[src/rtl/vga_pkg.sv]
// Shared types and RGB565 colour constants for the VGA pattern pipeline.
package vga_pkg;

   typedef enum logic [1:0] {
      PAT_BARS     = 2'd0,
      PAT_CHECKER  = 2'd1,
      PAT_GRADIENT = 2'd2,
      PAT_SOLID    = 2'd3
   } pattern_e;

   localparam logic [15:0] C_WHITE   = 16'hFFFF;
   localparam logic [15:0] C_YELLOW  = 16'hFFE0;
   localparam logic [15:0] C_CYAN    = 16'h07FF;
   localparam logic [15:0] C_GREEN   = 16'h07E0;
   localparam logic [15:0] C_MAGENTA = 16'hF81F;
   localparam logic [15:0] C_RED     = 16'hF800;
   localparam logic [15:0] C_BLUE    = 16'h001F;
   localparam logic [15:0] C_BLACK   = 16'h0000;

   // Colour-bar palette, left to right.
   function automatic logic [15:0] bar_colour(input logic [2:0] idx);
      logic [15:0] c;
      unique case (idx)
         3'd0: c = C_WHITE;
         3'd1: c = C_YELLOW;
         3'd2: c = C_CYAN;
         3'd3: c = C_GREEN;
         3'd4: c = C_MAGENTA;
         3'd5: c = C_RED;
         3'd6: c = C_BLUE;
         3'd7: c = C_BLACK;
      endcase
      return c;
   endfunction

endpackage

[src/rtl/vga_pattern_gen_if.sv]
// Upstream timing stream from the VGA timing controller plus the requested pattern.
interface vga_pattern_gen_if;
   import vga_pkg::*;

   logic     hsync;
   logic     vsync;
   logic     active;
   pattern_e mode;

   modport master (output hsync, output vsync, output active, output mode);
   modport slave  (input hsync, input vsync, input active, input mode);

endinterface

[src/rtl/vga_pos_tracker.sv]
// Stage 0: follows the incoming timing stream to produce pixel position, frame count,
// the per-frame pattern latch and the frame-start strobe.
module vga_pos_tracker
   import vga_pkg::*;
#(
   parameter int unsigned H_ACTIVE  = 640,
   parameter int unsigned V_ACTIVE  = 480,
   parameter bit          VSYNC_POL = 1'b0
) (
   input  logic             clk,
   input  logic             rst,
   vga_pattern_gen_if.slave src_i,
   output logic [10:0]      x_o,
   output logic [9:0]       y_o,
   output logic [7:0]       frame_o,
   output pattern_e         mode_o,
   output logic             synced_o,
   output logic             frame_start_o
);

   localparam logic [10:0] XMax = 11'(H_ACTIVE - 1);
   localparam logic [9:0]  YMax = 10'(V_ACTIVE - 1);

   logic        active_d_q;
   logic        vsync_d_q;
   logic [10:0] x_q, x_d;
   logic [9:0]  y_q, y_d;
   logic [7:0]  frame_q, frame_d;
   pattern_e    mode_q, mode_d;
   logic        synced_q, synced_d;
   logic        vs_edge;
   logic        line_end;

   always_comb begin
      vs_edge  = (src_i.vsync == VSYNC_POL) && (vsync_d_q != VSYNC_POL);
      line_end = active_d_q & ~src_i.active;

      x_d = '0;
      if (src_i.active) begin
         x_d = (x_q == XMax) ? x_q : x_q + 11'd1;
      end

      y_d      = y_q;
      frame_d  = frame_q;
      mode_d   = mode_q;
      synced_d = synced_q;
      // A vsync edge overrides a coincident line end so the new frame starts on row 0.
      if (vs_edge) begin
         y_d      = '0;
         frame_d  = frame_q + 8'd1;
         mode_d   = src_i.mode;
         synced_d = 1'b1;
      end else if (line_end && (y_q != YMax)) begin
         y_d = y_q + 10'd1;
      end
   end

   always_ff @(posedge clk or posedge rst) begin
      if (rst) begin
         active_d_q <= 1'b0;
         vsync_d_q  <= ~VSYNC_POL;
         x_q        <= '0;
         y_q        <= '0;
         frame_q    <= '0;
         mode_q     <= PAT_BARS;
         synced_q   <= 1'b0;
      end else begin
         active_d_q <= src_i.active;
         vsync_d_q  <= src_i.vsync;
         x_q        <= x_d;
         y_q        <= y_d;
         frame_q    <= frame_d;
         mode_q     <= mode_d;
         synced_q   <= synced_d;
      end
   end

   assign x_o           = x_q;
   assign y_o           = y_q;
   assign frame_o       = frame_q;
   assign mode_o        = mode_q;
   assign synced_o      = synced_q;
   assign frame_start_o = vs_edge;

endmodule

[src/rtl/vga_pattern_gen.sv]
// Test-pattern stage behind the VGA timing controller: every output, including the
// re-timed syncs, lags the inputs that produced it by exactly two clocks.
module vga_pattern_gen
   import vga_pkg::*;
#(
   parameter int unsigned H_ACTIVE   = 640,
   parameter int unsigned V_ACTIVE   = 480,
   parameter bit          HSYNC_POL  = 1'b0,
   parameter bit          VSYNC_POL  = 1'b0,
   parameter int unsigned BAR_WIDTH  = 80,
   parameter int unsigned CHECK_LOG2 = 5
) (
   input  logic             clk,
   input  logic             rst,
   vga_pattern_gen_if.slave src_i,
   output logic             hsync_o,
   output logic             vsync_o,
   output logic             active_o,
   output logic [15:0]      rgb_o,
   output logic [10:0]      x_o,
   output logic [9:0]       y_o,
   output logic [7:0]       frame_o,
   output logic             frame_start_o
);

   logic [10:0] trk_x;
   logic [9:0]  trk_y;
   logic [7:0]  trk_frame;
   pattern_e    trk_mode;
   logic        trk_synced;
   logic        trk_fs;

   vga_pos_tracker #(
      .H_ACTIVE  (H_ACTIVE),
      .V_ACTIVE  (V_ACTIVE),
      .VSYNC_POL (VSYNC_POL)
   ) u_pos_tracker (
      .clk           (clk),
      .rst           (rst),
      .src_i         (src_i),
      .x_o           (trk_x),
      .y_o           (trk_y),
      .frame_o       (trk_frame),
      .mode_o        (trk_mode),
      .synced_o      (trk_synced),
      .frame_start_o (trk_fs)
   );

   logic        s1_hs_q, s1_vs_q, s1_act_q, s1_fs_q;
   logic [10:0] s1_x_q;
   logic [9:0]  s1_y_q;

   logic        hs_q, vs_q, act_q, fs_q;
   logic [15:0] rgb_q, rgb_d;
   logic [10:0] x_q;
   logic [9:0]  y_q;
   logic [7:0]  frame_q;
   logic [2:0]  bar;

   // Bar index by threshold compares; anything past the seventh edge stays in bar 7.
   always_comb begin
      bar = 3'd0;
      for (int i = 0; i < 7; i++) begin
         if (32'(s1_x_q) >= (32'(i) + 32'd1) * BAR_WIDTH) begin
            bar = 3'(i + 1);
         end
      end
   end

   always_comb begin
      rgb_d = C_BLACK;
      unique case (trk_mode)
         PAT_BARS:     rgb_d = bar_colour(bar);
         PAT_CHECKER:  rgb_d = (s1_x_q[CHECK_LOG2] ^ s1_y_q[CHECK_LOG2]) ? C_WHITE : C_BLACK;
         PAT_GRADIENT: rgb_d = {s1_x_q[9:5], s1_y_q[8:3], trk_frame[7:3]};
         PAT_SOLID:    rgb_d = C_BLUE;
      endcase
      if (!s1_act_q || !trk_synced) begin
         rgb_d = C_BLACK;
      end
   end

   always_ff @(posedge clk or posedge rst) begin
      if (rst) begin
         s1_hs_q  <= ~HSYNC_POL;
         s1_vs_q  <= ~VSYNC_POL;
         s1_act_q <= 1'b0;
         s1_fs_q  <= 1'b0;
         s1_x_q   <= '0;
         s1_y_q   <= '0;
         hs_q     <= ~HSYNC_POL;
         vs_q     <= ~VSYNC_POL;
         act_q    <= 1'b0;
         fs_q     <= 1'b0;
         rgb_q    <= '0;
         x_q      <= '0;
         y_q      <= '0;
         frame_q  <= '0;
      end else begin
         s1_hs_q  <= src_i.hsync;
         s1_vs_q  <= src_i.vsync;
         s1_act_q <= src_i.active;
         s1_fs_q  <= trk_fs;
         s1_x_q   <= trk_x;
         s1_y_q   <= trk_y;
         hs_q     <= s1_hs_q;
         vs_q     <= s1_vs_q;
         act_q    <= s1_act_q;
         fs_q     <= s1_fs_q;
         rgb_q    <= rgb_d;
         x_q      <= s1_x_q;
         y_q      <= s1_y_q;
         // Sampled alongside rgb so the gradient blue field always equals frame_o[7:3].
         frame_q  <= trk_frame;
      end
   end

   assign hsync_o       = hs_q;
   assign vsync_o       = vs_q;
   assign active_o      = act_q;
   assign rgb_o         = rgb_q;
   assign x_o           = x_q;
   assign y_o           = y_q;
   assign frame_o       = frame_q;
   assign frame_start_o = fs_q;

endmodule

[src/flat_wrapper.sv]
// flat-port wrapper written by rule: the top's interface ports become plain ports
module vga_pattern_gen_flat import vga_pkg::*;
#(
   parameter int unsigned H_ACTIVE   = 640,
   parameter int unsigned V_ACTIVE   = 480,
   parameter bit          HSYNC_POL  = 1'b0,
   parameter bit          VSYNC_POL  = 1'b0,
   parameter int unsigned BAR_WIDTH  = 80,
   parameter int unsigned CHECK_LOG2 = 5
)
  (clk, rst, hsync_o, vsync_o, active_o, rgb_o, x_o, y_o, frame_o, frame_start_o, src_i_hsync, src_i_vsync, src_i_active, src_i_mode);
  vga_pattern_gen_if src_i_i ();
  input  logic clk;
  input  logic rst;
  output logic hsync_o;
  output logic vsync_o;
  output logic active_o;
  output logic [15:0] rgb_o;
  output logic [10:0] x_o;
  output logic [9:0] y_o;
  output logic [7:0] frame_o;
  output logic frame_start_o;
  input wire logic [$bits(src_i_i.hsync)-1:0] src_i_hsync;
  input wire logic [$bits(src_i_i.vsync)-1:0] src_i_vsync;
  input wire logic [$bits(src_i_i.active)-1:0] src_i_active;
  input wire logic [$bits(src_i_i.mode)-1:0] src_i_mode;
  assign src_i_i.hsync = src_i_hsync;
  assign src_i_i.vsync = src_i_vsync;
  assign src_i_i.active = src_i_active;
  assign src_i_i.mode = src_i_mode;
  vga_pattern_gen #(.H_ACTIVE(H_ACTIVE), .V_ACTIVE(V_ACTIVE), .HSYNC_POL(HSYNC_POL), .VSYNC_POL(VSYNC_POL), .BAR_WIDTH(BAR_WIDTH), .CHECK_LOG2(CHECK_LOG2)) u_core (.clk(clk), .rst(rst), .src_i(src_i_i), .hsync_o(hsync_o), .vsync_o(vsync_o), .active_o(active_o), .rgb_o(rgb_o), .x_o(x_o), .y_o(y_o), .frame_o(frame_o), .frame_start_o(frame_start_o));
endmodule
[config.mk]
export PLATFORM = sky130hd
export DESIGN_NAME = vga_pattern_gen_flat
export DESIGN_NICKNAME = d
export VERILOG_FILES = /design/src/rtl/vga_pkg.sv /design/src/rtl/vga_pattern_gen_if.sv /design/src/rtl/vga_pos_tracker.sv /design/src/rtl/vga_pattern_gen.sv /design/src/flat_wrapper.sv
export SDC_FILE = /design/constraint.sdc
export NUM_CORES = 1
export LEC_CHECK = 0
export CORE_MARGIN = 3
export CORE_UTILIZATION = 40
export CTS_CLUSTER_SIZE = 16
export DETAILED_ROUTE_END_ITERATION = 16
export HOLD_SLACK_MARGIN = 0.12
export PLACE_DENSITY_LB_ADDON = 0.12
export SKIP_CTS_REPAIR_TIMING = 1
export SYNTH_ARGS = -nofsm -noshare
export SYNTH_HDL_FRONTEND = slang
export SYNTH_SLANG_ARGS = --single-unit
[constraint.sdc]
create_clock -name clk -period 5.35 [get_ports clk]
set_input_delay 1.3375 -clock clk [delete_from_list [all_inputs] [get_ports clk]]
set_output_delay 1.3375 -clock clk [all_outputs]
set_load 0.03 [all_outputs]
==> flow_summary.toml <==
[route]
antenna_left = 0
wl_per_cell_um = 13.70
dr.pass1.iters = 4
num_vias = 2274
drt_iter0_drc = 79
vias_per_cell = 4.911
wl_mm = 6.343
drc = 0

[critical_path]
rrSetupSlack_ns = 3.61
required_ns = 4.01
end_kind = "primary output"
path_buf_inv = 1
slowest_stage = "clkdlybuf4s50_1"
worstPathArrival_ns = 1.53
cp_max_fo = 1
start_kind = "flip-flop"
crit_chain = "clkdlybuf4s50_1"
worst_path_dominant_cell_family = "buffers and inverters"
critical-path-max-stage-delay_ns = 0.66
worstSetupPathType = "flip-flop to primary output"

[timing]
hold_viol_final = 0
rsz0062_at_grt = "false"
finClkSkew_ns = 0.01449
slew-limit-headroom_pct = 37.72
fmax_mhz = 348.3
drv_slew = 0
setup_viol_count_final = 0
fin_setup_tns_ns = 0
finalCritPeriodShare_pct = 53.67
tightest_slew_ns = 0.9341
fin_crit_ns = 2.871

[pwr]
peakVddDrop_uv = 142.3
p_leak_uw = 0.002062
pwr_density_cell_nw_per_um2 = 360.7

[global_routing]
grt_pass1_wl_mm = 10.95
overflow = 0
grt_usage_pct = 13.40
grt_max_degree = 81
grt_pass1_vias = 2179
antenna_found_initial = 0

[yosys]
ys.flop_type = "dfrtp_1"
synth_nets = 298
synthArstFlopShare_pct = 100.0
netlist_instances = 288
ys_seq_area_share_pct = 71.01
synth_edf_count = 0
ys_warn_count = 0
avgSynthCellArea_um2 = 12.99
ys_types = 46
synth-seq-cells = 106
syn_area_um2 = 3742

[cts]
cts_max_path_buffers = 2
cts_root_buffer = "clkbuf_8"
cts.sinks = 106
clk_transition_reported_paths_ns = 0.09
numCtsBuffers = 9
cts_tree = "done"
clk_latency_ns = 0.36
cts_max_level = 3

[floorplanning]
dieArea_um2 = 10550
rows = 34
coreArea_um2 = 8891
initial_core_util_pct = 42.09
ios = 56
fp.dieH_um = 102.7
die_x_um = 102.7

[final_layout]
fin_nets = 360
antenna_cells = 0
stdcell_count = 463
final_cell_mix = "102 x dfrtp_1, 55 x clkdlybuf4s50_1, 24 x a21oi_1"
drive_gt1_share_pct = 7.042
area_growth_pct = 23.40
layout_commonest_cell = "dfrtp_1"
fill_cells = 798
finish.utilization_pct = 51.94

[placement]
dp_hpwl_mm = 4.312
place.gp.congestion = 0.7822
dp.cells = 447
numPortBuffers = 55

[job]
maxCapViolations = 0

[status]
status = "complete, no violations"

[hold_path]
hold_path_class = "flip-flop to flip-flop"
-- synth_stat cells (all sizes together), types with 2 or more instances --
cell type  instances  area, um^2
a211oi             2       15.01
a21oi             24       120.1
clkbuf             5       18.77
clkinv             2       7.510
dfrtp            102        2552
dfstp              4       105.1
ha                 3       37.54
inv                5       18.77
mux2i              2       20.02
nand2             21       78.83
nand2b            16       100.1
nand3              7       35.03
nand4              4       25.02
nor2              19       71.32
nor2b              4       25.02
nor3               7       46.30
nor4b              2       17.52
o21ai             14       70.06
o31ai              2       15.01
or3                4       26.28
or4                2       16.27
xnor2              9       78.83
xor2               9       78.83
-- through the flow --
step	hold WS, ns	setup slack (ns)	area [um^2]	total power [uW]
floorplan	0.3312	1.230	3742	1089
CTS	0.3593	2.455	4618	1690
global route	0.3671	2.293	4618	1753
detailed placement	0.3373	2.098	4419	1204
global placement	0.3347	2.153	4419	1201
finish	0.3571	2.479	4618	1666
-- registers in the layout (all words and copies together), names as in the netlist, 2 cells and up --
signal / flops
u_core.frame_o: 8
u_core.u_pos_tracker.mode_o: 2
u_core.u_pos_tracker.x_o: 11
u_core.x_o: 11
u_core.s1_y_q: 10
u_core.u_pos_tracker.y_o: 10
u_core.s1_x_q: 11
u_core.rgb_o: 16
u_core.u_pos_tracker.frame_o: 8
u_core.y_o: 10
-- cell type report --
cell class	instances	area (um^2)	area share [%]
multi-input cells	170	1040	22.51
inverters	7	28.78	0.6231
well taps	108	135.1	2.926
flip-flops and latches	106	2658	57.55
clock buffers	12	145.1	3.143
clock inverters	4	53.80	1.165
repair buffers	56	558.0	12.08
-- logic make-up (layout without fill, tap and decap cells) --
kind of cell / Yosys count / in the layout / synth area share [%]
flops: 106 / 106 / 71.01
simple gates: 94 / 94 / 13.71
compound gates: 53 / 53 / 8.325
xor+xnor: 18 / 18 / 4.213
buf+inv: 12 / 79 / 1.204
fa+ha+maj: 3 / 3 / 1.003
mux: 2 / 2 / 0.5350
-- power by group --
group | internal [uW] | switching (uW)
clock network | 230 | 252
registers | 875 | 50.4
logic | 105 | 153
-- per-layer routing --
metal  global-route usage, %  part of all wire, %  routed length [um]  vias up
li1                        -                    -                   -     1118
met1                   19.47                   49                3105     1100
met2                   19.51                   45                2825       43
met3                   2.842                  4.7                 300       13
met4                   5.752                  1.8                 112        0
met5                       0                    0                   0        -
-- path summary, 6_finish.rpt --
path                                             start                     endpoint  depth (start not counted)
setup / recovery                        u_core.vsync_o                      vsync_o                          1
hold / removal                        u_core.s1_y_q[9]                u_core.y_o[9]                          0
setup reg to reg           u_core.u_pos_tracker.x_o[0]  u_core.u_pos_tracker.x_o[5]                          5
hold reg to reg                       u_core.s1_y_q[9]                u_core.y_o[9]                          0
max in group asynchronous                          rst  u_core.u_pos_tracker.y_o[3]                          3
min in group asynchronous                          rst  u_core.u_pos_tracker.x_o[2]                          2
No activity file was read; power rests on OpenSTA's default activity.
